<file path="src/rtl/core_pkg.sv">
// core_pkg: shared core constants and arb_mux channel index assignments
package core_pkg;
  localparam int XLEN = 32;
  localparam int CH_FETCH = 0;
  localparam int CH_LSU = 1;
  localparam int CH_DBG = 2;
endpackage

</file>
<file path="src/rtl/arb_mux_rr_arbiter.sv">
// rr_arbiter: combinational round-robin grant, search starts just after ptr
module rr_arbiter #(
  parameter int NUM_CH = 4,
  parameter int IDX_W = $clog2(NUM_CH)
) (
  input  logic [NUM_CH-1:0] req,
  input  logic [IDX_W-1:0]  ptr,
  output logic [IDX_W-1:0]  grant,
  output logic              grant_valid
);
  // scan farthest-first so the nearest requester after ptr wins last
  always_comb begin
    grant = '0;
    grant_valid = 1'b0;
    for (int k = NUM_CH; k >= 1; k--)
      if (req[IDX_W'((int'(ptr) + k) % NUM_CH)]) begin
        grant = IDX_W'((int'(ptr) + k) % NUM_CH);
        grant_valid = 1'b1;
      end
  end
endmodule

</file>
<file path="src/rtl/arb_mux.sv">
// arb_mux: N-channel round-robin arbitrating mux with registered output; burst lock under ARB_MUX_LOCK_EN
module arb_mux
  import core_pkg::*;
#(
  parameter int WIDTH = XLEN,
  parameter int NUM_CH = 4,
  parameter int IDX_W = $clog2(NUM_CH)
) (
  input  logic                    clk,
  input  logic                    rst,
  input  logic [NUM_CH-1:0]       in_valid,
  input  logic [NUM_CH*WIDTH-1:0] in_data,
  output logic [NUM_CH-1:0]       in_ready,
`ifdef ARB_MUX_LOCK_EN
  input  logic [NUM_CH-1:0]       in_lock,
`endif
  output logic                    out_valid,
  output logic [WIDTH-1:0]        out_data,
  output logic [IDX_W-1:0]        out_sel,
  input  logic                    out_ready
);
  logic load_en, grant_valid, xfer;
  logic [NUM_CH-1:0] req;
  logic [IDX_W-1:0] grant, rr_ptr_q, rr_ptr_d, out_sel_q, out_sel_d;
  logic [WIDTH-1:0] out_data_q, out_data_d;
  logic out_valid_q, out_valid_d;
`ifdef ARB_MUX_LOCK_EN
  logic locked_q, locked_d;
  logic [IDX_W-1:0] lock_ch_q, lock_ch_d;
  assign req = locked_q ? in_valid & (NUM_CH'(1) << lock_ch_q) : in_valid;
`else
  assign req = in_valid;
`endif
  rr_arbiter #(.NUM_CH(NUM_CH), .IDX_W(IDX_W)) u_arb (
    .req(req),
    .ptr(rr_ptr_q),
    .grant(grant),
    .grant_valid(grant_valid)
  );
  assign load_en = !out_valid_q || out_ready;
  assign xfer = load_en && grant_valid && !rst;
  assign in_ready = xfer ? NUM_CH'(1) << grant : '0;
  // load the winner, drain on consumer accept, hold under backpressure
  always_comb begin
    out_valid_d = xfer || (out_valid_q && !out_ready);
    out_data_d = xfer ? in_data[int'(grant)*WIDTH +: WIDTH] : out_data_q;
    out_sel_d = xfer ? grant : out_sel_q;
    rr_ptr_d = xfer ? grant : rr_ptr_q;
`ifdef ARB_MUX_LOCK_EN
    locked_d = xfer ? in_lock[grant] : locked_q;
    lock_ch_d = xfer ? grant : lock_ch_q;
`endif
  end
  // state registers; pointer resets to the last channel so channel 0 goes first
  always_ff @(posedge clk) begin
    if (rst) begin
      out_valid_q <= 1'b0;
      out_data_q <= '0;
      out_sel_q <= '0;
      rr_ptr_q <= IDX_W'(NUM_CH - 1);
`ifdef ARB_MUX_LOCK_EN
      locked_q <= 1'b0;
      lock_ch_q <= '0;
`endif
    end else begin
      out_valid_q <= out_valid_d;
      out_data_q <= out_data_d;
      out_sel_q <= out_sel_d;
      rr_ptr_q <= rr_ptr_d;
`ifdef ARB_MUX_LOCK_EN
      locked_q <= locked_d;
      lock_ch_q <= lock_ch_d;
`endif
    end
  end
  assign out_valid = out_valid_q;
  assign out_data = out_data_q;
  assign out_sel = out_sel_q;
endmodule

</file>
<file path="config.mk">
export PLATFORM = sky130hd
export DESIGN_NAME = arb_mux
export DESIGN_NICKNAME = d
export VERILOG_FILES = /design/src/rtl/core_pkg.sv /design/src/rtl/arb_mux_rr_arbiter.sv /design/src/rtl/arb_mux.sv
export SDC_FILE = /design/constraint.sdc
export NUM_CORES = 1
export LEC_CHECK = 0
export BUFFER_PORTS_ARGS = -buffer_cell sky130_fd_sc_hd__buf_2
export CAP_MARGIN = 20
export CELL_PAD_IN_SITES_DETAIL_PLACEMENT = 0
export CELL_PAD_IN_SITES_GLOBAL_PLACEMENT = 1
export CORE_UTILIZATION = 25
export DETAILED_ROUTE_END_ITERATION = 10
export PLACE_DENSITY = 0.83
export SLEW_MARGIN = 25
export SYNTH_ARGS = -nofsm -noshare
export SYNTH_HDL_FRONTEND = slang
export SYNTH_SLANG_ARGS = --single-unit
</file>
<file path="constraint.sdc">
create_clock -name clk -period 1.4 [get_ports clk]
set_input_delay 0.07 -clock clk [delete_from_list [all_inputs] [get_ports clk]]
set_output_delay 0.07 -clock clk [all_outputs]
set_load 0.005 [all_outputs]
</file>
==> summary.txt <==
Critical path
  • CP peak stage delay: 0.37 ns
  • Reg2reg start: rr_ptr_q[0]
  • Reg2reg setup slack: -0.29 ns
  • Reg-to-Reg End: out_data[3]
  • FF-to-FF path depth: 7
  • WS Path Type: flip-flop to flip-flop
  • Crit start category: flip-flop
  • Crit end category: flip-flop
  • Critical Path RT: 1.60 ns
  • Critical path buffers and inverters: 2
  • CP startpoint: rr_ptr_q[0]
  • Worst setup path end: out_data[3]
  • Crit path DAT: 1.89 ns
  • Cell Chain, Critical Path: nand3b_1 > a31oi_4 > buf_6 > clkbuf_16 > nand3_1 > mux2_2 > o211ai_1
  • CP top delay family: flip-flops
  • Crit Path Max Fanout: 8
  • WP depth: 7
  • CP max stage cell: dfxtp_4

STA
  • Count of final max-slew check failures: 0
  • Crit path time final: 1.69 ns
  • Slew headroom: 0.809
  • Final worst-path cycle share: 1.21
  • Final setup margin: -0.292 ns
  • Clk_skew: 0.00683 ns
  • Fmax: 591 MHz
  • WHS: 0.0799 ns
  • Total negative slack: -8.90 ns
  • Final setup vio count: 38
  • Unrepaired setup endpoints after global routing: yes
  • Hold Violations, Final: 0
  • Slew @ Worst Pin: 0.286 ns

Synth
  • Post-synthesis mux area share: 0.281
  • Synth Area in XOR/XNOR: 0
  • Async S/R FF share, synth: 0
  • Post-Syn Nets: 424
  • Yosys Warn Count: 0
  • Post-Syn Area: 0.00245 mm²
  • Adder-cell area share of the yosys netlist: 0
  • Mean Syn Cell Area: 8.48 µm²
  • Sequential-to-total area share from yosys stat: 0.302
  • Largest family of logic cells by synthesized area: multiplexers
  • Ys flop type: dfxtp_1
  • Area leader, netlist: dfxtp_1
  • Seq cells post-synth: 37
  • Cell variety after synth: 27
  • Top-area cell type share of the netlist area: 0.302
  • Simple-Gate Fraction of Synth Area: 0.231
  • Compound-Gate Fraction of Synth Area: 0.123
  • Top cells by area, synth: dfxtp_1 30%, mux2i_1 14%, mux2_2 14%, nand3_1 13%, o211ai_1 9.5%
  • Post-synth EDFFs: 0
  • Syn Inst Count: 289

Power and ir drop
  • Pwr Density: 874 mW/mm²
  • Clock share of power: 0.212
  • Max VDD drop: 0.388 mV
  • Switching share of total power: 0.318
  • Cell Int Power: 2.52 mW
  • Leakage: 1.89 nW
  • Logic pwr share: 0.438
  • Switching pwr: 1.18 mW
  • Sequential power share: 0.351

Outcome
  • Violated checks: negative setup slack
  • Status: complete, but fails checks

Die
  • Die width: 101 µm
  • Core Box Area: 0.00937 mm²
  • Full die area: 0.0102 mm²
  • Starting Density: 0.261
  • # rows: 35
  • Die Height: 101 µm
  • Io pins: 174

Route
  • # DRC: 0
  • Vias: 2914
  • Pre-antenna DRT Iters: 4
  • Antenna-violating nets left: 0
  • Vias per cell: 4.73
  • Wire per inst: 14.2 µm
  • Drt total wl: 8750 µm
  • DRT iter0 DRCs: 53

Finish
  • Share of cells above drive strength 1: 0.583
  • Leading cell type in the layout, fill and taps excluded: buf_2
  • NumNets Final: 622
  • Area growth syn-to-layout: 72.6%
  • Finished Core Util: 0.451
  • ANT cells: 0
  • Most frequent cells in the layout: 173 x buf_2, 52 x nand3_1, 35 x dfxtp_1

Placed design
  • Pre-CTS setup slack: -0.300 ns
  • PortBufs: 173
  • RD Place Congestion: 0.765
  • DPL Wire Length: 6120 µm

Global route
  • GRT Resource Usage Total: 0.163
  • Initial antenna violation count: 1
  • Grt ovf: 0
  • Largest net degree at the start of global routing: 24
  • First-pass GRT wire length: 13000 µm
  • Vias in the first global route: 2797

CTS
  • Longest Clk Path Bufs: 2
  • Sink Count: 37
  • Reg clk slew, reported paths: 0.08 ns
  • H-Tree Depth: 2
  • CTS root buf: clkbuf_8
  • CTS tree: done
  • Num CTS Buffers: 5
  • Clk_lat worst skew: 0.28 ns

Flow run
  • Max Cap Viol: 0

Worst hold path
  • Hold Crit Class: input port to flip-flop
-- cell type report --
cell class / instances / area (µm²)
fillers: 929 / 5140
multi-input cells: 224 / 1750
repair buffers: 219 / 1490
flip-flops and latches: 37 / 748
well taps: 129 / 161
clock buffers: 7 / 86.3
-- metrics by stage --
step | total power, mW | cell area [µm²] | cells
finish | 3.70 | 4230 | 616
floorplan | 2.01 | 2490 | 289
global placement | 2.56 | 3680 | 589
CTS | 3.68 | 4110 | 614
global route | 3.93 | 4230 | 616
detailed placement | 2.59 | 3680 | 589
-- cells by family (layout without fill, tap and decap cells) --
logic type,Yosys count,after routing
buffers and inverters,28,226
muxes,65,65
DFF,37,37
AOI/OAI and AO/OA,40,40
and+or+nand+nor,119,119
-- power by group through the flow --
stage / registers [mW] / logic [mW] / clock network, mW
floorplan: 1.33 / 0.683 / 0
detailed placement: 1.32 / 1.27 / 0
global route: 1.32 / 1.75 / 0.866
CTS: 1.30 / 1.56 / 0.823
finish: 1.30 / 1.62 / 0.782
global placement: 1.31 / 1.25 / 0
-- routing by layer --
metal	track usage	wire length, µm	vias to the layer above	part of all wire
li1	-	-	1452	-
met2	0.312	4560	112	0.52
met5	0	13	-	0.0015
met1	0.180	3520	1340	0.40
met3	0.0381	588	8	0.067
met4	0.0368	63	2	0.0072
-- how the worst min path moves through the flow --
stage / startpoint / cells past startpoint / endpoint
after detailed placement: in_data[17] / 3 / out_data[17]
after global placement: in_data[20] / 3 / out_data[20]
after CTS: in_data[20] / 3 / out_data[20]
after floorplan: rst / 1 / out_valid
after global routing: in_data[11] / 3 / out_data[11]
final: in_data[17] / 3 / out_data[17]
-- worst reg2reg max path: stages (launching register included) --
cell and delay, ns:
dfxtp_4 0.37, nand3b_1 0.20, a31oi_4 0.27, buf_6 0.19, clkbuf_16 0.17, nand3_1 0.07
mux2_2 0.26, o211ai_1 0.09
-- timing repair --
item / in CTS / in global routing
gates resized for setup: 34 / 19
gates cloned: 3 / 2
setup endpoints to repair: 39 / 40
pin swaps: 10 / 10
buffers inserted: 15 / 1
hold buffers: 0 / 0
-- sequential cells by signal, indices dropped and copies added (netlist names) --
signal / count
out_sel: 2
rr_ptr_q: 2
out_data: 32
out_valid: 1
-- Yosys cell counts (2+ instances only) --
cell type and n:
nand3_1 62, dfxtp_1 37, mux2i_1 34, nand2_1 34, o211ai_1 31, mux2_2 30
buf_2 25, nor2_1 7, nand2b_1 5, a21oi_1 3, nor2b_1 3, and2_1 2
buf_4 2
(Power assumes the default switching activity.)
